[src/rtl/ifetch_unit.sv]
// ifetch_unit: instruction fetch stage (PC update, imem requests, epoch-tagged in-order instruction FIFO)
// Ports:
//   clk_i, rst_ni                               clock, async active-low reset
//   pc_i / pc_we_o, pc_next_o                   PC register read and write port
//   redirect_i, redirect_pc_i                   redirect from execute
//   imem_req_valid_o/ready_i/addr_o             fetch request channel
//   imem_rsp_valid_i/data_i/err_i               in-order fetch response channel
//   inst_valid_o/ready_i, inst_o/pc_o/fault_o   instruction stream to decode
module ifetch_unit #(
  parameter int FIFO_DEPTH      = 2,
  parameter int MAX_OUTSTANDING = 2
) (
  input  logic        clk_i,
  input  logic        rst_ni,
  input  logic [63:0] pc_i,
  output logic        pc_we_o,
  output logic [63:0] pc_next_o,
  input  logic        redirect_i,
  input  logic [63:0] redirect_pc_i,
  output logic        imem_req_valid_o,
  input  logic        imem_req_ready_i,
  output logic [63:0] imem_req_addr_o,
  input  logic        imem_rsp_valid_i,
  input  logic [31:0] imem_rsp_data_i,
  input  logic        imem_rsp_err_i,
  output logic        inst_valid_o,
  input  logic        inst_ready_i,
  output logic [31:0] inst_o,
  output logic [63:0] inst_pc_o,
  output logic        inst_fault_o
);
  localparam int FAW = FIFO_DEPTH > 1 ? $clog2(FIFO_DEPTH) : 1;
  localparam int TAW = MAX_OUTSTANDING > 1 ? $clog2(MAX_OUTSTANDING) : 1;
  localparam int FCW = $clog2(FIFO_DEPTH + 1);
  localparam int OCW = $clog2(MAX_OUTSTANDING + 1);
  logic [63:0]                tag_pc [MAX_OUTSTANDING];
  logic [MAX_OUTSTANDING-1:0] tag_ep;
  logic [TAW-1:0]             tag_rd, tag_wr;
  logic [OCW-1:0]             out_cnt, live;
  logic [31:0]                f_data [FIFO_DEPTH];
  logic [63:0]                f_pc [FIFO_DEPTH];
  logic [FIFO_DEPTH-1:0]      f_err;
  logic [FAW-1:0]             f_rd, f_wr;
  logic [FCW-1:0]             f_cnt;
  logic epoch, accept, rsp_fire, push, pop;
  // Only requests of the current epoch will land in the FIFO, so only they consume credit.
  always_comb begin
    live = '0;
    for (int i = 0; i < MAX_OUTSTANDING; i++)
      if (i < int'(out_cnt) && tag_ep[tag_rd + TAW'(i)] == epoch) live = live + 1'b1;
  end
  assign imem_req_valid_o = rst_ni & !redirect_i & (int'(out_cnt) < MAX_OUTSTANDING)
                          & (int'(f_cnt) + int'(live) < FIFO_DEPTH);
  assign imem_req_addr_o  = pc_i;
  assign accept           = imem_req_valid_o & imem_req_ready_i;
  assign pc_we_o          = rst_ni & (redirect_i | accept);
  assign pc_next_o        = redirect_i ? (redirect_pc_i & ~64'd3) : pc_i + 64'd4;
  // A response with nothing outstanding has no tag to pop and is ignored.
  assign rsp_fire         = imem_rsp_valid_i & (out_cnt != '0);
  assign push             = rsp_fire & (tag_ep[tag_rd] == epoch) & !redirect_i;
  assign inst_valid_o     = rst_ni & (f_cnt != '0) & !redirect_i;
  assign pop              = inst_valid_o & inst_ready_i;
  assign inst_o           = f_data[f_rd];
  assign inst_pc_o        = f_pc[f_rd];
  assign inst_fault_o     = f_err[f_rd];
  always_ff @(posedge clk_i or negedge rst_ni) begin
    if (!rst_ni) begin
      tag_rd  <= '0;
      tag_wr  <= '0;
      out_cnt <= '0;
      f_rd    <= '0;
      f_wr    <= '0;
      f_cnt   <= '0;
      epoch   <= 1'b0;
    end else begin
      if (accept) tag_wr <= tag_wr == TAW'(MAX_OUTSTANDING - 1) ? '0 : tag_wr + 1'b1;
      if (rsp_fire) tag_rd <= tag_rd == TAW'(MAX_OUTSTANDING - 1) ? '0 : tag_rd + 1'b1;
      out_cnt <= out_cnt + OCW'(accept) - OCW'(rsp_fire);
      if (redirect_i) begin
        epoch <= ~epoch;
        f_rd  <= '0;
        f_wr  <= '0;
        f_cnt <= '0;
      end else begin
        if (push) f_wr <= f_wr == FAW'(FIFO_DEPTH - 1) ? '0 : f_wr + 1'b1;
        if (pop) f_rd <= f_rd == FAW'(FIFO_DEPTH - 1) ? '0 : f_rd + 1'b1;
        f_cnt <= f_cnt + FCW'(push) - FCW'(pop);
      end
    end
  end
  always_ff @(posedge clk_i) begin
    if (accept) begin
      tag_pc[tag_wr] <= pc_i;
      tag_ep[tag_wr] <= epoch;
    end
    if (push) begin
      f_data[f_wr] <= imem_rsp_data_i;
      f_pc[f_wr]   <= tag_pc[tag_rd];
      f_err[f_wr]  <= imem_rsp_err_i;
    end
  end
  a_rsp_outstanding: assert property (@(posedge clk_i) disable iff (!rst_ni)
    imem_rsp_valid_i |-> out_cnt != '0)
    else $warning("ifetch_unit: imem response with nothing outstanding ignored");
endmodule

[config.mk]
export PLATFORM = sky130hd
export DESIGN_NAME = ifetch_unit
export DESIGN_NICKNAME = d
export VERILOG_FILES = /design/src/rtl/ifetch_unit.sv
export SDC_FILE = /design/constraint.sdc
export NUM_CORES = 1
export LEC_CHECK = 0
export CORE_UTILIZATION = 53
export DETAILED_ROUTE_END_ITERATION = 10
export PLACE_DENSITY = 0.86
export SKIP_LAST_GASP = 1
export SLEW_MARGIN = 30
export SYNTH_ARGS = -nofsm -noshare
export SYNTH_HDL_FRONTEND = slang
export SYNTH_SLANG_ARGS = --single-unit
[constraint.sdc]
create_clock -name clk_i -period 8.6 [get_ports clk_i]
set_input_delay 0.86 -clock clk_i [delete_from_list [all_inputs] [get_ports clk_i]]
set_output_delay 0.86 -clock clk_i [all_outputs]
set_load 0.005 [all_outputs]
==> results of run 1 <==
-- flip-flops by register name, summed over array words and instances (netlist names) --
name,flops
epoch,1
f_cnt,2
f_data,64
f_err,2
f_pc,128
f_rd,1
f_wr,1
out_cnt,2
tag_ep,2
tag_pc,128
tag_rd,1
tag_wr,1
-- stage by stage --
| step | hold slack, ps | std cells | setup WS [ps] | area [um2] | power [mW] |
|---|---|---|---|---|---|
| 2_1_floorplan | 461 | 973 | 2380 | 14700 | 2.57 |
| 3_3_place_gp | 536 | 1643 | 3160 | 18600 | 2.98 |
| 3_5_place_dp | 547 | 1644 | 3150 | 18600 | 3.02 |
| 4_1_cts | 563 | 1704 | 3060 | 19800 | 4.52 |
| 5_1_grt | 573 | 1706 | 2800 | 19800 | 4.67 |
| 6_report | 560 | 1707 | 3070 | 19800 | 4.51 |
-- routing by layer --
| metal | vias to the layer above | wire length, um |
|---|---|---|
| li1 | 4357 | - |
| met3 | 71 | 2250 |
| met5 | - | 0 |
| met4 | 0 | 987 |
| met2 | 403 | 18400 |
| met1 | 4788 | 15000 |
-- Yosys cell counts, drive strengths merged, types with 2 or more instances --
cell type / n
or4: 17
nand3: 25
o21a: 2
clkbuf: 31
or3: 9
buf: 74
and4: 9
nor4: 4
ha: 6
a31oi: 23
edfxtp: 324
mux2: 163
nor2: 38
or2: 2
inv: 7
and2: 8
nand4: 30
mux2i: 2
nor3: 7
o21ai: 43
nor2b: 5
dfrtp: 9
nand2: 57
xnor2: 16
xor2: 29
a22oi: 2
and3: 8
o31ai: 16
-- final timing paths --
path / from / end / slack [ps]
min in group asynchronous: rst_ni / out_cnt[0] / 700
max: pc_i[23] / pc_next_o[58] / 3070
max reg2reg: tag_rd / tag_pc[0][24] / 4150
min: tag_pc[0][46] / f_pc[0][46] / 560
max in group asynchronous: rst_ni / tag_rd / 7510
min reg2reg: tag_pc[0][46] / f_pc[0][46] / 560
-- cell type report --
| type | count | area, um2 |
|---|---|---|
| fill | 1708 | 7300 |
| multi-input combinational | 528 | 4130 |
| timing repair buffer | 406 | 4070 |
| antenna | 1 | 2.50 |
| clock buffer | 38 | 887 |
| tap | 372 | 465 |
| sequential | 333 | 9960 |
| clock inverter | 22 | 260 |
| inverter | 7 | 26.3 |
-- where the power goes --
group	switching (mW)	leakage (nW)	internal [mW]	total, mW
logic	0.396	2.93	0.505	0.901
clock network	0.602	0.559	0.899	1.50
registers	0.0886	3.04	2.02	2.11
-- critical path, stage by stage --
cell and delay, ps:
clkdlybuf4s50_1 700, and4_1 310, and4_1 570, nand3_1 720
or4_1 730, a31oi_1 220, clkdlybuf4s50_1 540
-- logic make-up after synthesis --
kind of cell	synth area share, %
flip-flops	67.6
AO/OA/AOI/OAI	3.68
XOR/XNOR	2.68
multiplexers	12.6
adder cells (fa/ha/maj)	0.646
AND/OR/NAND/NOR	8.19
buffers and inverters	4.58
==> key figures, run 1 <==
Run status
  – Outcome: finished clean

Synth
  – Cells after Synth: 973
  – Seq/Total Area, Yosys: 67.6%
  – Syn nets: 1147
  – Main synth FF type: edfxtp_1
  – Synth area leaders: edfxtp_1, mux2_2, buf_4
  – Share of the synthesized area in the top cell type: 66.1%
  – FF+latch count, synth: 333
  – Post-synth ARST share: 2.70%
  – Post-Syn Area per Cell: 15.1 um2
  – Syn Std Cell Area: 14700 um2
  – Netlist cell types: 46
  – Number of synthesized flops with an enable pin: 324
  – Post-synth top area cell: edfxtp_1
  – Synth warn: 0

Global routing
  – Largest net degree at the start of global routing: 87
  – Global routing usage on met1: 33.5%
  – Gr usage total: 25.6%
  – Grt peak-use layer: met2
  – First-pass GRT wire length: 55300 um
  – M2 GR Usage: 43.3%
  – Gr ovfl total: 0
  – Initial antenna violation count: 1
  – Vias in the first global route: 9778
  – GR Util met3: under 10%

Die
  – Die extent in x: 169 um
  – DIE AREA: 28400 um2
  – Cell Rows: 60
  – Starting Density: 54.3%
  – Core area: 27100 um2
  – # IOs: 395
  – DIE HEIGHT: roughly 170 um

Timing
  – Final Hold Vio Count: 0
  – Crit share post-route: 64.3%
  – Unrepaired setup endpoints after global routing: no
  – Final setup TNS: 0 ps
  – Slew Viols, Final: 0
  – Final setup vio count: 0
  – Relative slew slack: 38.5%
  – Worst-Margin Slew: 916 ps
  – Tmin final: 5530 ps
  – Worst Skew: 16.9 ps
  – Max Clock Freq: 181 MHz

Placement
  – Final HPWL DP: 24100 um
  – Quantity of I/O buffers inserted on ports: 392
  – Final estimated routing congestion in global placement: 0.835

Drt
  – Final wirelength: 36600 um
  – DRT iter0 DRCs: slightly above 600
  – Via count: 9619
  – Drt first pass iters: 5
  – Wirelength per Cell: roughly 21 um
  – DRC: 0
  – Post-route ant nets: 0
  – Vias/cell: 5.64

Finish
  – Most frequent cells in the layout: clkdlybuf4s50_1, edfxtp_1, mux2_2
  – Area growth from synthesis to layout: 34.5%
  – Final core utilization: 73.1%
  – Commonest non-fill, non-tap cell in the layout: clkdlybuf4s50_1
  – Nets: 1484
  – Share of layout cells above drive strength 1: 18.7%

CTS
  – Clk slew on worst S/H paths: about 60 ps
  – Max clock buf depth: 3
  – Hold buffers post-CTS: 0
  – Post-CTS setup buffers: 0
  – CTS tree: done
  – Worst-Skew Late Latency: 510 ps
  – Sink Count: 333
  – Root Buffer: clkbuf_16
  – H-tree lvl count: 2
  – # resized after CTS: 0
  – Total CTS buffers: 34

Worst hold path
  – Hold Crit Class: reg2reg
  – WHS Path Cells: 1

Worst setup path
  – Worst setup SP type: primary input
  – Critical Path RT: 7740 ps
  – Register-to-Register Path Depth: 10
  – WP data arrival: 4670 ps
  – Worst Setup Path Type: in2out
  – Worst-path fanout max: 22
  – Setup crit end kind: output pin

Pwr
  – Leakage: 6.53 nW
  – Pwr dens: 228 nW/um2
  – Maximum vdd drop: around 0.15 mV

Run
  – Max_cap viols: 0
(Power assumes the default switching activity.)
==> run 2: changes to the inputs <==
CORE_UTILIZATION = 49   (was 53)
PLACE_DENSITY = 0.81   (was 0.86)
clock period = 5.6 ns   (was 8.6 ns; I/O delays follow)
==> run 2 against run 1 <==
  * Count of clock-buffer cells in the layout grew 2
  * Largest power group unchanged
  * Register-to-register slack got worse by 3000 ps
  * Highest routed layer unchanged
  * Setup slack worse by 2500 ps
  * Flip-flop and latch count unchanged
  * Die area is 8.1% higher
  * Largest cell class unchanged
==> key figures, run 2 (synthesis results as in run 1) <==
Pwr
  – Clock power share: 32.6% (-0.7 points)
  – Comb power frac: 20.4% (+0.4 points)
  – Sw Ratio: 24.1% (+0.030 points)
  – Flop pwr share: 47.0% (+0.3 points)
  – Leakage: 6.54 nW (+0.21%)
  – Total power: 6.87 mW (+52%)
  – Internal power: 5.21 mW (+52%)
  – Maximum vdd drop: 0.254 mV (+75%)
  – Switch Pwr: 1.66 mW (+53%)
  – Pwr dens: 346 nW/um2 (+52%)

Finish
  – Most frequent cells in the layout: clkdlybuf4s50_1, edfxtp_1, mux2_2
  – Biggest regs: f_pc (128), tag_pc (128), f_data (64)
  – Non-filler instance count after layout: 1728 (+1.2%)
  – Nets: 1488 (+0.27%)
  – Fill cell total of the finished layout: 2066 (+21%)
  – Commonest non-fill, non-tap cell in the layout: clkdlybuf4s50_1
  – Final Instance Area: 19900 um2 (+0.32%)
  – Final core utilization: 67.2% (-5.9 points)
  – Area growth from synthesis to layout: 35.0%
  – Share of layout cells above drive strength 1: 18.5% (-0.12 points)

Die
  – DIE HEIGHT: 175 um (+4.0%)
  – Starting Density: 49.8% (-4.5 points)
  – DIE AREA: 30700 um2 (+8.1%)
  – Die extent in x: 175 um (+4.0%)
  – # IOs: 395 (unchanged)
  – Cell Rows: 63 (+5.0%)
  – Core area: 29600 um2 (+9.1%)

CTS
  – Max clock buf depth: 3 (unchanged)
  – # resized after CTS: 0 (unchanged)
  – Hold buffers post-CTS: 0 (unchanged)
  – Total CTS buffers: 34 (unchanged)
  – Sink Count: 333 (unchanged)
  – H-tree lvl count: 2 (unchanged)
  – Clk slew on worst S/H paths: 60 ps (about the same)
  – Post-CTS setup buffers: 0 (unchanged)
  – CTS tree: done
  – Root Buffer: clkbuf_16
  – Worst-Skew Late Latency: 520 ps (about the same)

Worst hold path
  – Hold Crit Class: in2async

Worst setup path
  – Flop-to-flop setup slack: 1190 ps (-2960 ps)
  – Setup crit end kind: output pin
  – Worst Setup Path Type: reg2out
  – Reg-to-reg endpoint: tag_pc[0][17]
  – Worst-path fanout max: 31 (+41%)
  – Register-to-Register Path Depth: 10 (unchanged)
  – Launch point of the worst path: tag_rd
  – Worst setup SP type: flop
  – Critical Path RT: 5040 ps (-2700 ps)
  – WP data arrival: 4450 ps (-220 ps)
  – Worst reg2reg startpoint: tag_rd

Run
  – Max_cap viols: 0 (unchanged)

Drt
  – Vias/cell: 5.50 (-2.3%)
  – Final wirelength: 37200 um (+1.5%)
  – Drt first pass iters: 5 (unchanged)
  – Post-route ant nets: 0 (unchanged)
  – Wirelength per Cell: 21.5 um (+0.24%)
  – Met2 wire len: 18600 um (+0.90%)
  – Top Metal Used: met4
  – Met1 WL: 15500 um (+3.3%)
  – Via count: 9511 (-1.1%)
  – DRT iter0 DRCs: 643 (+4.7%)
  – Met3 Wirelength: 2120 um (-5.7%)
  – DRC: 0 (unchanged)

Run status
  – Outcome: finished clean

Placement
  – Final estimated routing congestion in global placement: 0.853 (+2.3%)
  – Worst slack at placement: 657 ps (-2490 ps)
  – Final HPWL DP: 25400 um (+5.2%)
  – Quantity of I/O buffers inserted on ports: 392 (unchanged)
  – Cells after DPL: 1668 (+1.5%)
  – DP Area: 18800 um2 (+0.78%)

Global routing
  – Largest net degree at the start of global routing: 67 (-23%)
  – Vias in the first global route: 9617 (-1.6%)
  – Initial antenna violation count: 1 (unchanged)
  – Gr ovfl total: 0 (unchanged)
  – First-pass GRT wire length: 55700 um (+0.67%)
  – Gr usage total: 24.2% (-1.4 points)

Timing
  – Worst Skew: 22.2 ps (+5.30 ps)
  – Tmin final: 5010 ps
  – Unrepaired setup endpoints after global routing: no
  – Worst Setup Slack, final: 586 ps (-2490 ps)
  – Relative slew slack: 34.9% (-3.5 points)
  – Final setup vio count: 0 (unchanged)
  – Slew Viols, Final: 0 (unchanged)
  – Worst-Margin Slew: 969 ps (+52.5 ps)
  – Max Clock Freq: 199 MHz
  – Final Hold Vio Count: 0 (unchanged)
  – Crit share post-route: 89.5%
[run 2: changes by cell type in the layout (fill, tap and decap cells not counted)]
cell	before	now
buf_12	2	3
buf_4	11	12
clkinvlp_4	2	1
bufinv_16	5	4
clkinv_1	5	7
clkinv_2	7	5
clkbuf_1	3	5
buf_16	1	3
clkinv_4	1	0
[run 2: routing by layer]
metal  up-vias  global-route usage [%]
li1       4367                       -
met1      4701                    31.5
met2       374                    40.9
met3        69                    4.29
met4         0                    8.33
met5         -                       0
[run 2: through the flow]
stage	hold WS, ps	setup TNS (ps)
4_1_cts	386	0
5_1_grt	416	0
3_3_place_gp	537	0
6_report	393	0
2_1_floorplan	264	-62050
3_5_place_dp	546	0
[run 2: worst max-delay path by stage]
stage	end	cells after the start
finish	pc_we_o	10
global route	pc_we_o	10
CTS	pc_we_o	10
detailed placement	pc_next_o[42]	7
global placement	pc_next_o[58]	7
floorplan	f_data[0][0]	5
[run 2: power groups by stage]
stage	Combinational [mW]	Sequential (mW)	Clock [mW]
finish	1.40	3.22	2.24
global route	1.50	3.25	2.38
CTS	1.42	3.22	2.28
detailed placement	1.40	3.28	0
global placement	1.35	3.27	0
floorplan	0.726	3.23	0
[run 2: cell type report]
class,count,area (um2),share of cell area (%)
repair buffers,410,4150,20.9
multi-input cells,528,4130,20.8
diodes,1,2.50,0.0126
clock buffers,40,895,4.50
well taps,390,488,2.46
flip-flops and latches,333,9960,50.1
inverters,7,26.3,0.132
clock inverters,19,211,1.06
[run 2: worst max-delay path, cell delays in order, from the launching register on]
cell and delay [ps]:
dfrtp_4 770, mux2i_1 270, xor2_1 240, o21a_1 190, ha_1 230, and2_1 170
fa_1 440, nor4_1 570, nand2_1 280, a21boi_0 260, clkdlybuf4s50_1 540
